<file path="src/rtl/fetch_ctrl_if.sv">
// Bundle of the fetch controller's PC-register, instruction-memory, redirect and decode signals.
// The master side is the fetch controller; the slave side is its environment.
interface fetch_ctrl_if;
  logic [31:0] pc;
  logic [31:0] new_pc;
  logic        pc_wen;
  logic        imem_req_valid;
  logic [31:0] imem_req_addr;
  logic        imem_req_ready;
  logic        imem_rsp_valid;
  logic [31:0] imem_rsp_data;
  logic        redirect_valid;
  logic [31:0] redirect_target;
  logic        stall;
  logic        inst_valid;
  logic [31:0] inst;
  logic [31:0] inst_pc;

  modport master (
    input  pc,
    output new_pc,
    output pc_wen,
    output imem_req_valid,
    output imem_req_addr,
    input  imem_req_ready,
    input  imem_rsp_valid,
    input  imem_rsp_data,
    input  redirect_valid,
    input  redirect_target,
    input  stall,
    output inst_valid,
    output inst,
    output inst_pc
  );

  modport slave (
    output pc,
    input  new_pc,
    input  pc_wen,
    input  imem_req_valid,
    input  imem_req_addr,
    output imem_req_ready,
    output imem_rsp_valid,
    output imem_rsp_data,
    output redirect_valid,
    output redirect_target,
    output stall,
    input  inst_valid,
    input  inst,
    input  inst_pc
  );
endinterface

</file>
<file path="src/rtl/fetch_ctrl.sv">
// Instruction-fetch controller: one outstanding request, sole writer of the PC register,
// hands fetched words to decode and honours branch/jump redirects with top priority.
module fetch_ctrl (
  input  logic          clock,
  input  logic          reset,
  fetch_ctrl_if.master  bus
);

  localparam logic [31:0] NOP_INST = 32'h0000_0000;

  typedef enum logic [1:0] {
    S_REQ  = 2'd0,
    S_WAIT = 2'd1,
    S_HOLD = 2'd2,
    S_DROP = 2'd3
  } state_t;

  state_t      r_state;
  state_t      w_next_state;
  logic [31:0] r_latched_addr;
  logic        r_inst_valid;
  logic [31:0] r_inst;
  logic [31:0] r_inst_pc;

  logic        w_redirect;
  logic [31:0] w_redirect_pc;
  logic [31:0] w_req_addr;
  logic [31:0] w_seq_pc;
  logic        w_accept;
  logic        w_fetch_done;
  logic        w_release;
  logic        w_req_valid;
  logic        w_pc_wen;
  logic [31:0] w_new_pc;
  logic        w_unused;

  assign w_redirect    = bus.redirect_valid;
  assign w_redirect_pc = {bus.redirect_target[31:2], 2'b00};
  assign w_req_addr    = {bus.pc[31:2], 2'b00};
  assign w_seq_pc      = r_latched_addr + 32'd4;
  assign w_unused      = &{1'b0, bus.pc[1:0], bus.redirect_target[1:0]};

  assign w_accept     = (r_state == S_REQ)  && bus.imem_req_ready && !w_redirect;
  assign w_fetch_done = (r_state == S_WAIT) && bus.imem_rsp_valid && !w_redirect;
  assign w_release    = (r_state == S_HOLD) && (w_redirect || !bus.stall);

  always_ff @(posedge clock or posedge reset) begin
    if (reset) begin
      r_state <= S_REQ;
    end else begin
      r_state <= w_next_state;
    end
  end

  always_comb begin
    w_next_state = r_state;
    case (r_state)
      S_REQ: begin
        if (w_accept) begin
          w_next_state = S_WAIT;
        end
      end
      S_WAIT: begin
        // A redirect racing the response drops it now; otherwise it must be drained in DROP.
        if (w_redirect) begin
          w_next_state = bus.imem_rsp_valid ? S_REQ : S_DROP;
        end else if (bus.imem_rsp_valid) begin
          w_next_state = S_HOLD;
        end
      end
      S_HOLD: begin
        if (w_release) begin
          w_next_state = S_REQ;
        end
      end
      S_DROP: begin
        if (bus.imem_rsp_valid) begin
          w_next_state = S_REQ;
        end
      end
      default: w_next_state = S_REQ;
    endcase
  end

  always_comb begin
    w_req_valid = 1'b0;
    w_pc_wen    = 1'b0;
    w_new_pc    = 32'h0;
    if (!reset) begin
      if (w_redirect) begin
        w_pc_wen = 1'b1;
        w_new_pc = w_redirect_pc;
      end else begin
        case (r_state)
          S_REQ:   w_req_valid = 1'b1;
          S_WAIT: begin
            if (bus.imem_rsp_valid) begin
              w_pc_wen = 1'b1;
              w_new_pc = w_seq_pc;
            end
          end
          default: ;
        endcase
      end
    end
  end

  always_ff @(posedge clock or posedge reset) begin
    if (reset) begin
      r_latched_addr <= 32'h0;
      r_inst_valid   <= 1'b0;
      r_inst         <= NOP_INST;
      r_inst_pc      <= 32'h0;
    end else begin
      if (w_accept) begin
        r_latched_addr <= w_req_addr;
      end
      // Decode sees NOP whenever nothing valid is presented.
      if (w_fetch_done) begin
        r_inst_valid <= 1'b1;
        r_inst       <= bus.imem_rsp_data;
        r_inst_pc    <= r_latched_addr;
      end else if (w_release) begin
        r_inst_valid <= 1'b0;
        r_inst       <= NOP_INST;
      end
    end
  end

  assign bus.imem_req_valid = w_req_valid;
  assign bus.imem_req_addr  = w_req_addr;
  assign bus.pc_wen         = w_pc_wen;
  assign bus.new_pc         = w_new_pc;
  assign bus.inst_valid     = r_inst_valid;
  assign bus.inst           = r_inst;
  assign bus.inst_pc        = r_inst_pc;

endmodule

</file>
<file path="src/flat_wrapper.sv">
// flat-port wrapper written by rule: the top's interface ports become plain ports
module fetch_ctrl_flat 
  (clock, reset, bus_pc, bus_new_pc, bus_pc_wen, bus_imem_req_valid, bus_imem_req_addr, bus_imem_req_ready, bus_imem_rsp_valid, bus_imem_rsp_data, bus_redirect_valid, bus_redirect_target, bus_stall, bus_inst_valid, bus_inst, bus_inst_pc);
  fetch_ctrl_if bus_i ();
  input  logic clock;
  input  logic reset;
  input wire logic [$bits(bus_i.pc)-1:0] bus_pc;
  output wire logic [$bits(bus_i.new_pc)-1:0] bus_new_pc;
  output wire logic [$bits(bus_i.pc_wen)-1:0] bus_pc_wen;
  output wire logic [$bits(bus_i.imem_req_valid)-1:0] bus_imem_req_valid;
  output wire logic [$bits(bus_i.imem_req_addr)-1:0] bus_imem_req_addr;
  input wire logic [$bits(bus_i.imem_req_ready)-1:0] bus_imem_req_ready;
  input wire logic [$bits(bus_i.imem_rsp_valid)-1:0] bus_imem_rsp_valid;
  input wire logic [$bits(bus_i.imem_rsp_data)-1:0] bus_imem_rsp_data;
  input wire logic [$bits(bus_i.redirect_valid)-1:0] bus_redirect_valid;
  input wire logic [$bits(bus_i.redirect_target)-1:0] bus_redirect_target;
  input wire logic [$bits(bus_i.stall)-1:0] bus_stall;
  output wire logic [$bits(bus_i.inst_valid)-1:0] bus_inst_valid;
  output wire logic [$bits(bus_i.inst)-1:0] bus_inst;
  output wire logic [$bits(bus_i.inst_pc)-1:0] bus_inst_pc;
  assign bus_i.pc = bus_pc;
  assign bus_new_pc = bus_i.new_pc;
  assign bus_pc_wen = bus_i.pc_wen;
  assign bus_imem_req_valid = bus_i.imem_req_valid;
  assign bus_imem_req_addr = bus_i.imem_req_addr;
  assign bus_i.imem_req_ready = bus_imem_req_ready;
  assign bus_i.imem_rsp_valid = bus_imem_rsp_valid;
  assign bus_i.imem_rsp_data = bus_imem_rsp_data;
  assign bus_i.redirect_valid = bus_redirect_valid;
  assign bus_i.redirect_target = bus_redirect_target;
  assign bus_i.stall = bus_stall;
  assign bus_inst_valid = bus_i.inst_valid;
  assign bus_inst = bus_i.inst;
  assign bus_inst_pc = bus_i.inst_pc;
  fetch_ctrl u_core (.clock(clock), .reset(reset), .bus(bus_i));
endmodule
</file>
<file path="config.mk">
export PLATFORM = sky130hd
export DESIGN_NAME = fetch_ctrl_flat
export DESIGN_NICKNAME = d
export VERILOG_FILES = /design/src/rtl/fetch_ctrl_if.sv /design/src/rtl/fetch_ctrl.sv /design/src/flat_wrapper.sv
export SDC_FILE = /design/constraint.sdc
export NUM_CORES = 1
export LEC_CHECK = 0
export ABC_AREA = 1
export CORE_UTILIZATION = 46
export DETAILED_ROUTE_END_ITERATION = 7
export HOLD_SLACK_MARGIN = 0.05
export PLACE_DENSITY = 0.84
export SLEW_MARGIN = 20
export SYNTH_ARGS = -nofsm -noshare
export SYNTH_HDL_FRONTEND = slang
export SYNTH_SLANG_ARGS = --single-unit
export TNS_END_PERCENT = 1
</file>
<file path="constraint.sdc">
create_clock -name clock -period 5.9 [get_ports clock]
set_input_delay 1.18 -clock clock [delete_from_list [all_inputs] [get_ports clock]]
set_output_delay 1.18 -clock clock [all_outputs]
set_load 0.03 [all_outputs]
</file>
==> results of run 1 <==
sequential cells by signal, indices dropped and copies added, names as in the netlist:
signal and count:
u_core.bus.inst 32, u_core.bus.inst_pc 30, u_core.r_latched_addr 30, u_core.r_state 2, u_core.bus.inst_valid 1
critical path, stage by stage:
cell	delay [ns]
clkdlybuf4s50_1	0.48
inv_2	0.17
nand3_4	0.33
inv_2	0.54
buf_4	0.45
nand3_1	0.13
a21oi_1	0.15
buf_4	0.19
path summary, 6_finish.rpt:
path / end / slack, ns
worst max register to register: u_core.bus.inst[12]$_DFFE_PP0P_ / 3.63
min in group asynchronous: u_core.r_latched_addr[19]$_DFFE_PP0P_ / 1.85
max in group asynchronous: u_core.bus.inst[9]$_DFFE_PP0P_ / 3.22
worst min-delay path: u_core.bus.inst_valid$_DFFE_PP0P_ / 0.47
worst min register to register: u_core.bus.inst_valid$_DFFE_PP0P_ / 0.47
worst max-delay path: bus_new_pc[4] / 1.09
layout by cell type, fill, tap and decap left out, types with 2 or more instances in the layout:
cell type | netlist | layout
nand2_1 | 198 | 198
clkdlybuf4s50_1 | 0 | 194
dfrtp_1 | 95 | 95
nand3_1 | 79 | 79
nor2_1 | 65 | 65
inv_1 | 60 | 60
a21oi_1 | 42 | 42
buf_4 | 39 | 34
o21ai_0 | 30 | 30
nand4_1 | 12 | 12
clkbuf_16 | 0 | 9
mux2_2 | 8 | 8
conb_1 | 1 | 6
nor2_2 | 5 | 5
nand2_2 | 5 | 5
nor3_1 | 5 | 5
inv_2 | 4 | 4
nor2_4 | 4 | 4
nand3_4 | 2 | 3
o211ai_1 | 2 | 2
or2_2 | 2 | 2
clkinv_2 | 0 | 2
layout make-up:
| cell class | count | area, um2 | share of cell area (%) |
|---|---|---|---|
| clock buffer | 10 | 229 | 3.06 |
| clock inverter | 5 | 35.0 | 0.468 |
| inverter | 65 | 246 | 3.29 |
| multi-input combinational | 472 | 2210 | 29.5 |
| sequential | 95 | 2380 | 31.8 |
| tap | 140 | 175 | 2.34 |
| timing repair buffer | 229 | 2220 | 29.6 |
through the flow:
step	setup WS, ns	cell area [um2]
5_1_grt	0.866	7490
2_1_floorplan	1.57	5240
3_5_place_dp	1.10	7220
3_3_place_gp	1.06	7220
4_1_cts	1.09	7490
6_report	1.09	7490
power groups by stage:
stage,sequential (mW),clock (mW),combinational (mW)
after floorplan,1.55,0,0.719
after global placement,1.18,0,1.76
after detailed placement,1.19,0,1.79
after CTS,1.18,0.542,1.80
after global routing,1.23,0.568,1.94
final,1.19,0.533,1.79
cell families after synthesis:
kind of cell | count (synthesis) | synth area share, %
adder cells (fa/ha/maj) | 1 | 0.239
buffers and inverters | 132 | 12.8
other | 1 | 0.0718
multiplexers | 8 | 1.72
AND/OR/NAND/NOR | 381 | 32.3
AO/OA/AOI/OAI | 76 | 7.42
flip-flops | 95 | 45.5
per-layer routing:
metal  global-route usage [%]  up-vias  wire length (um)
met5                        0        -                 0
li1                         -     2527                 -
met1                     32.5     2407              6180
met2                     43.5      248              7150
met3                     4.88       25              1300
met4                     10.1        0               338
==> results.md, run 1 <==
- PwrDens: 468 nW/um2
- Gate Count Post-Synth: 694
- Max Freq: 208 MHz
- Crit path DAT: 3.63 ns
- WHS: 0.474 ns
- Routed WL per cell: 14.7 um
- Final core occ: 68.5%
- Seq/Total Area, Yosys: 45.5%
- Hold Path Origin: u_core.bus.inst_valid$_DFFE_PP0P_
- Final setup vio count: 0
- IO buf count: 222
- Crit Path Class: in2out
- Clock Path Buffers: 2
- Final WL: 15000 um
- Final Hold Viols: 0
- Hold buffer count at CTS: 0
- TritonCTS buffer count: 9
- Clock sinks: 95
- Routability congestion estimate: 0.869
- First-pass GRT wire length: 23100 um
- Reg2Reg Depth: 6
- Crit share post-route: 81.6%
- Hold Path Depth: 2
- Boundary pin count: 233
- Sw Ratio: 45.0%
- Setup TNS: 0 ns
- Top cell type's share of synthesized area: 45.5%
- Status: completed
- RSZ-0062 raised after global routing: false
- Flop pwr share: 33.8%
- Row count: 38
- Layout area overhead: 43.3%
- Synth async-reset ratio: 100%
- Commonest cells post-synth: 198 x nand2_1, 95 x dfrtp_1, 79 x nand3_1, 65 x nor2_1, 60 x inv_1
- Tightest Pin Transition: 0.767 ns
- Largest net degree at the start of global routing: 63
- Cell internal pwr: 1.93 mW
- Fin cells: 1016
- Clk root buf: clkbuf_16
- Critical Path Start Type: input pin
- Synth Cell Area: 5230 um2
- Sw power: 1.58 mW
- Comb power frac: 51.0%
- Floorplan die area: 11800 um2
- CTS tree: yes
- CTS resizes: 0
- Max-slew violations: 0
- Via count: 5207
- Leak: 3.67 nW
- Vias in the first global route: 4750
- Remaining DRCs: 0
- Fillers: 926
- Seq cells post-synth: 95
- Final min period: 4.81 ns
- Layout net count: 975
- Hold Path Class: reg2reg
- Post-synthesis cell type count: 29
- Max FO, Critical Path: 37
- Worst Setup SP: bus_redirect_valid
- # diodes: 0
- Post-synth EDFFs: 0
- Detailed-placement wirelength estimate: 10900 um
- Tightest slew margin relative to the limit: 48.7%
- # Post-CTS Setup Buffers: 0
- Starting Density: 47.8%
- Max Cap Viol: 0
- Share of cells above drive strength 1: 9.47%
- Die Y: 109 um
- Mean Syn Cell Area: 7.53 um2
- H-tree depth: 3
- Most common cell in the netlist: nand2_1
- Clock latency on the worst-skew pair: 0.34 ns
- Max VDD drop: 0.000283 V
- Clk slew on worst S/H paths: 0.07 ns
- Crit. End Element: output pin
- Worst r2r src: u_core.r_state[1]$_DFFE_PP0P_
- CORE AREA: 10900 um2
- Dominant cells by area after synthesis: dfrtp_1 45%, nand2_1 14%, nand3_1 7.6%
- Antenna Nets Post-Route: 0
- Clock power frac: 15.2%
- Tot GR Track Use: 25.7%
- Initial DRC Count: 293
- Initial antenna violation count: 0
- Worst EP required: 4.72 ns
- Synth warn: 0
- Total power: 3.51 mW
- Gr ovfl total: 0
- Clock skew: 0.00599 ns
- Die X: 109 um
- Synth area leader: dfrtp_1
- TritonRoute pass-1 iters: 5
- Most common flop cell mapped by yosys: dfrtp_1
- Number of instances in the placed design: 1001
- Vias per cell: 5.13
(Power assumes the default switching activity.)
==> run 2, diff against run 1 <==
--- a/config.mk
+++ b/config.mk
@@ -6,10 +6,10 @@
 export NUM_CORES = 1
 export LEC_CHECK = 0
 export ABC_AREA = 1
-export CORE_UTILIZATION = 46
+export CORE_UTILIZATION = 38
 export DETAILED_ROUTE_END_ITERATION = 7
 export HOLD_SLACK_MARGIN = 0.05
-export PLACE_DENSITY = 0.84
+export PLACE_DENSITY = 0.74
 export SLEW_MARGIN = 20
 export SYNTH_ARGS = -nofsm -noshare
 export SYNTH_HDL_FRONTEND = slang
==> constraint.sdc (replaced) <==
create_clock -name clock -period 3.9 [get_ports clock]
set_input_delay 0.78 -clock clock [delete_from_list [all_inputs] [get_ports clock]]
set_output_delay 0.78 -clock clock [all_outputs]
set_load 0.03 [all_outputs]
==> run 2 against run 1 <==
  * Clock skew decreased by 0.00095 ns
  * Sequential cell count unchanged
  * Clock-buffer cell count unchanged
  * Routed wire length increased by 2.3%
  * Non-clock buffer count increased by 5
  * Global-route usage decreased by 3.6 points
  * Sequential share of layout area decreased by 0.69 points
  * Clock power increased by 85%
  * Core utilization decreased by 11 points
  * Largest cell class unchanged
  * Largest power group unchanged
==> results.md, run 2 (synthesis gave the netlist of run 1 again) <==
- Status: completed (unchanged)
- Detailed-placement wirelength estimate: 11200 um (was 10900 um)
- Clk slew on worst S/H paths: 0.07 ns (about the same)
- # Post-CTS Setup Buffers: 0 (unchanged)
- Hold buffer count at CTS: 0 (unchanged)
- Hold Path Depth: 2 (unchanged)
- CTS resizes: 0 (unchanged)
- Final Hold Viols: 0 (unchanged)
- CTS tree: yes (unchanged)
- IO buf count: 222 (unchanged)
- Sw Ratio: 43.7% (was 45.0%)
- First-pass GRT wire length: 24600 um (was 23100 um)
- Starting Density: 39.1% (was 47.8%)
- Clock skew: 0.00504 ns (was 0.00599 ns)
- Leak: 3.74 nW (was 3.67 nW)
- Max reg flops: 32 (unchanged)
- Reg2reg end: u_core.r_latched_addr[14]$_DFFE_PP0P_ (was u_core.bus.inst[12]$_DFFE_PP0P_)
- Routed WL per cell: 14.5 um (was 14.7 um)
- Die Y: 119 um (was 109 um)
- Setup slack, reg-to-reg: 1.71 ns (was 3.63 ns)
- Via count: 5130 (was 5207)
- Comb power frac: 49.3% (was 51.0%)
- Most common library cell in the layout ignoring fill and taps: nand2_1 (unchanged)
- Setup TNS: 0 ns (unchanged)
- Initial DRC Count: 308 (was 293)
- Sw power: 2.39 mW (was 1.58 mW)
- TritonCTS buffer count: 9 (unchanged)
- Share of cells above drive strength 1: 10.5% (was 9.47%)
- Critical Path Start Type: input pin (unchanged)
- PwrDens: 716 nW/um2 (was 468 nW/um2)
- Remaining DRCs: 0 (unchanged)
- H-tree depth: 3 (unchanged)
- Clock sinks: 95 (unchanged)
- Floorplan die area: 14200 um2 (was 11800 um2)
- Crit share post-route: 87.8%
- Row count: 42 (was 38)
- TritonRoute pass-1 iters: 4 (was 5)
- Min-Delay Endpoint: u_core.bus.inst_valid$_DFFE_PP0P_ (unchanged)
- Vias in the first global route: 4842 (was 4750)
- Routability congestion estimate: 0.875 (was 0.869)
- Tot GR Track Use: 22.2% (was 25.7%)
- # diodes: 0 (unchanged)
- Final WL: 15300 um (was 15000 um)
- CORE AREA: 13300 um2 (was 10900 um2)
- Boundary pin count: 233 (unchanged)
- RSZ-0062 raised after global routing: false (unchanged)
- Clock latency on the worst-skew pair: 0.35 ns (was 0.34 ns)
- Final setup vio count: 0 (unchanged)
- Hold Path Origin: u_core.bus.inst_valid$_DFFE_PP0P_ (unchanged)
- Layout net count: 980 (was 975)
- Hold Path Class: reg2reg (unchanged)
- Tightest slew margin relative to the limit: 39.1% (was 48.7%)
- Crit path DAT: 2.65 ns (was 3.63 ns)
- Largest net degree at the start of global routing: 49 (was 63)
- Clk root buf: clkbuf_16 (unchanged)
- Max Freq: 292 MHz
- Reg2Reg Depth: 5 (was 6)
- Clock Path Buffers: 2 (unchanged)
- Gr ovfl total: 0 (unchanged)
- Vias per cell: 4.85 (was 5.13)
- Worst EP required: 3.12 ns (was 4.72 ns)
- Final min period: 3.43 ns
- Pre-CTS WS: 0.455 ns (was 1.10 ns)
- Die X: 119 um (was 109 um)
- Commonest non-fill, non-tap cells in the layout: 198 x nand2_1, 191 x clkdlybuf4s50_1, 95 x dfrtp_1, 79 x nand3_1, 65 x nor2_1 (was 198 x nand2_1, 194 x clkdlybuf4s50_1, 95 x dfrtp_1, 79 x nand3_1, 65 x nor2_1)
- Cell internal pwr: 3.08 mW (was 1.93 mW)
- Max VDD drop: 0.000347 V (was 0.000283 V)
- Crit Path Class: in2out (unchanged)
- Tightest Pin Transition: 0.913 ns (was 0.767 ns)
- Clock power frac: 18.0% (was 15.2%)
- Layout area overhead: 46.4% (was 43.3%)
- Max Cap Viol: 0 (unchanged)
- Worst r2r src: u_core.r_state[1]$_DFFE_PP0P_ (unchanged)
- Initial antenna violation count: 0 (unchanged)
- Crit. End Element: output pin (unchanged)
- Final Worst Setup Slack: 0.475 ns (was 1.09 ns)
- Max FO, Critical Path: 15 (was 37)
- Flop pwr share: 32.6% (was 33.8%)
- Antenna Nets Post-Route: 0 (unchanged)
- Max-slew violations: 0 (unchanged)
run 2: through the flow:
step	hold WS (ns)	area (um2)	utilization (%)	cells	total power, mW
6_report	0.476	7650	57.3	1058	5.48
5_1_grt	0.508	7650	57.3	1058	5.83
4_1_cts	0.479	7650	57.3	1058	5.52
3_5_place_dp	0.463	7320	54.9	1042	4.52
3_3_place_gp	0.453	7320	54.9	1042	4.48
2_1_floorplan	0.478	5240	-	699	3.44
run 2: worst max-delay path by stage:
stage / cells past startpoint / end / start / slack [ns]
floorplan: 5 / bus_new_pc[22] / reset / 0.37
global placement: 9 / bus_new_pc[23] / bus_imem_rsp_valid / 0.47
detailed placement: 10 / bus_new_pc[23] / bus_redirect_valid / 0.45
CTS: 10 / bus_new_pc[23] / bus_redirect_valid / 0.44
global route: 9 / bus_new_pc[17] / bus_imem_rsp_valid / 0.29
finish: 10 / bus_new_pc[24] / bus_redirect_valid / 0.47
run 2: cell type report:
cell class              count  area, um2
inverters                  65        246
multi-input cells         472       2210
well taps                 176        220
flip-flops and latches     95       2380
clock buffers              10        239
clock inverters             6       90.1
repair buffers            234       2270
fillers                  1248       5700
run 2: power by group through the flow:
| stage | clock (mW) | sequential (mW) | combinational [mW] |
|---|---|---|---|
| after floorplan | 0 | 2.35 | 1.09 |
| after global placement | 0 | 1.79 | 2.69 |
| after detailed placement | 0 | 1.80 | 2.72 |
| after CTS | 1.00 | 1.79 | 2.73 |
| after global routing | 1.04 | 1.85 | 2.93 |
| final | 0.986 | 1.79 | 2.70 |
run 2: worst max-delay path, stage by stage:
cell             delay (ns)
clkdlybuf4s50_1        0.44
inv_2                  0.14
nand3_4                0.21
inv_2                  0.32
buf_4                  0.26
nand4_1                0.11
nand3_1                0.10
nand2_1                0.06
inv_1                  0.07
buf_4                  0.15
run 2: layer usage:
layer | global-route usage, % | wire, um | vias up
li1 | - | - | 2547
met5 | 0 | 0 | -
met4 | 8.07 | 217 | 0
met3 | 4.60 | 1050 | 15
met2 | 37.4 | 7440 | 190
met1 | 27.9 | 6620 | 2378
==> run 3, diff against run 2 <==
--- a/config.mk
+++ b/config.mk
@@ -6,6 +6,7 @@
 export NUM_CORES = 1
 export LEC_CHECK = 0
 export ABC_AREA = 1
+export CORE_MARGIN = 3
 export CORE_UTILIZATION = 38
 export DETAILED_ROUTE_END_ITERATION = 7
 export HOLD_SLACK_MARGIN = 0.05
==> run 3 against run 2 <==
  * Clock-buffer cell count unchanged
  * Hold slack improved by 0.0017 ns
  * Largest power group unchanged
  * First-iteration DRC count decreased by 16%
  * Highest routed layer unchanged
==> results.md, run 3 (synthesis gave the netlist of run 1 again) <==
- First-pass GRT wire length: 24800 um (was 24600 um)
- CORE AREA: 13300 um2 (unchanged)
- Clock skew: 0.00806 ns (was 0.00504 ns)
- Pre-CTS WS: 0.553 ns (was 0.455 ns)
- CTS resizes: 0 (unchanged)
- Worst Setup SP: bus_redirect_valid (unchanged)
- Layout area overhead: 46.4% (about the same)
- Final WL: 15800 um (was 15300 um)
- Family with the most delay on the worst path: buffers and inverters (unchanged)
- Critical-path top delay cell: buf_4 (was clkdlybuf4s50_1)
- PwrDens: 715 nW/um2 (was 716 nW/um2)
- Max incr delay on CP: 0.50 ns (was 0.44 ns)
- Tightest slew margin relative to the limit: 54.8% (was 39.1%)
- Leak: 3.73 nW (was 3.74 nW)
- # diodes: 0 (unchanged)
- Max-slew violations: 0 (unchanged)
- Fillers: 1241 (was 1248)
- Max reg flops: 32 (unchanged)
- Clock sinks: 95 (unchanged)
- H-tree depth: 3 (unchanged)
- Initial antenna violation count: 0 (unchanged)
- Commonest non-fill, non-tap cells in the layout: 198 x nand2_1, 191 x clkdlybuf4s50_1, 95 x dfrtp_1, 79 x nand3_1, 65 x nor2_1 (unchanged)
- Clk root buf: clkbuf_16 (unchanged)
- Largest net degree at the start of global routing: 62 (was 49)
- Share of cells above drive strength 1: 10.6% (was 10.5%)
- Status: completed (unchanged)
- Hold buffer count at CTS: 0 (unchanged)
- Setup TNS: 0 ns (unchanged)
- Final Worst Setup Slack: 0.552 ns (was 0.475 ns)
- Register area: 2380 um2 (unchanged)
- Buf/Inv on CP: 5 (was 6)
- Vias in the first global route: 4975 (was 4842)
- Most common library cell in the layout ignoring fill and taps: nand2_1 (unchanged)
- Routed WL per cell: 14.9 um (was 14.5 um)
- Max VDD drop: 0.000273 V (was 0.000347 V)
- IO buf count: 222 (unchanged)
- Floorplan die area: 15200 um2 (was 14200 um2)
- Starting Density: 39.1% (unchanged)
- Area of the multi-input gates: 2210 um2 (unchanged)
- Tightest Pin Transition: 0.673 ns (was 0.913 ns)
- Final setup vio count: 0 (unchanged)
- Crit share post-route: 85.8% (was 87.8%)
- CTS tree: yes (unchanged)
- Final Hold Viols: 0 (unchanged)
- Via count: 5093 (was 5130)
- # Post-CTS Setup Buffers: 0 (unchanged)
- Hold Path Origin: u_core.bus.inst_pc[4]$_DFFE_PP0P_ (was u_core.bus.inst_valid$_DFFE_PP0P_)
- Boundary pin count: 233 (unchanged)
- Max Cap Viol: 0 (unchanged)
- Initial DRC Count: 260 (was 308)
- Max FO, Critical Path: 61 (was 15)
- Critical Path Start Type: input pin (unchanged)
- Gr ovfl total: 0 (unchanged)
- TritonCTS buffer count: 9 (unchanged)
- Final min period: 3.35 ns (was 3.43 ns)
- Detailed-placement wirelength estimate: 11700 um (was 11200 um)
- Remaining DRCs: 0 (unchanged)
- Worst EP required: 3.12 ns (about the same)
- Tot GR Track Use: 20.9% (was 22.2%)
- Clock latency on the worst-skew pair: 0.34 ns (was 0.35 ns)
- Crit. End Element: output pin (unchanged)
- Max Freq: 299 MHz (was 292 MHz)
- Routability congestion estimate: 0.861 (was 0.875)
- Die Y: 123 um (was 119 um)
- Worst r2r src: u_core.r_state[1]$_DFFE_PP0P_ (unchanged)
- Critical-path cell list: clkdlybuf4s50_1 -> inv_2 -> nand3_4 -> buf_4 -> nor2_1 -> nand3_1 -> nand3_1 -> nand2_1 -> inv_1 -> buf_4 (was clkdlybuf4s50_1 -> inv_2 -> nand3_4 -> inv_2 -> buf_4 -> nand4_1 -> nand3_1 -> nand2_1 -> inv_1 -> buf_4)
- RSZ-0062 raised after global routing: false (unchanged)
- TritonRoute pass-1 iters: 4 (unchanged)
- Crit path DAT: 2.57 ns (was 2.65 ns)
- Clk slew on worst S/H paths: 0.07 ns (about the same)
- Vias per cell: 4.81 (was 4.85)
- Die X: 123 um (was 119 um)
- Row count: 42 (unchanged)
- Layout net count: 981 (was 980)
- Clock Path Buffers: 2 (unchanged)
- Hold Path Class: reg2reg (unchanged)
- Antenna Nets Post-Route: 0 (unchanged)
- Crit Path Class: in2out (unchanged)
run 3: cell types whose count changed in the layout (fill, tap and decap cells not counted):
cell | before | now
buf_4 | 40 | 42
clkinvlp_4 | 1 | 3
buf_12 | 3 | 2
clkinv_2 | 1 | 0
inv_6 | 2 | 1
run 3: where the power goes:
part / internal (mW) / switching, mW / total (mW)
Combinational: 1.05 / 1.66 / 2.72
Clock: 0.582 / 0.390 / 0.972
Sequential: 1.45 / 0.338 / 1.78
Total: 3.08 / 2.39 / 5.47
run 3: final timing paths:
kind,end,slack [ns],cells after the start
max,bus_new_pc[22],0.55,10
min,u_core.bus.inst_pc[4]$_DFFE_PP0P_,0.48,2
max reg2reg,u_core.bus.inst[31]$_DFFE_PP0P_,1.86,7
min reg2reg,u_core.bus.inst_pc[4]$_DFFE_PP0P_,0.48,2
max in group asynchronous,u_core.bus.inst[27]$_DFFE_PP0P_,2.00,3
min in group asynchronous,u_core.bus.inst_pc[19]$_DFFE_PP0P_,1.16,2
run 3: area by class of cell:
| type | count | share of cell area, % |
|---|---|---|
| Clock inverter | 6 | 1.19 |
| Tap cell | 176 | 2.88 |
| Clock buffer | 10 | 3.12 |
| Timing Repair Buffer | 235 | 29.6 |
| Inverter | 65 | 3.22 |
| Sequential cell | 95 | 31.1 |
| Multi-Input combinational cell | 472 | 28.8 |
run 3: layer usage:
metal | global-route usage, % | part of all wire, %
met5 | 0 | 0
met4 | 7.20 | 1.5
met3 | 4.48 | 7.8
met2 | 35.8 | 49
met1 | 26.2 | 42
run 3: worst reg2reg max path, cell delays in order (launching register included):
cell     delay [ns]
dfrtp_1        0.44
nor2_2         0.22
nand3_4        0.09
inv_2          0.39
buf_4          0.25
buf_4          0.33
nand2_1        0.15
nand2_1        0.09
run 3: metrics by stage:
stage / hold slack (ns) / utilization [%] / std cells / power (mW) / cell area [um2]
floorplan: 0.478 / - / 699 / 3.44 / 5240
global placement: 0.453 / 54.8 / 1043 / 4.49 / 7320
detailed placement: 0.463 / 54.8 / 1043 / 4.53 / 7320
CTS: 0.480 / 57.3 / 1059 / 5.52 / 7650
global route: 0.516 / 57.3 / 1059 / 5.84 / 7650
finish: 0.478 / 57.3 / 1059 / 5.47 / 7650
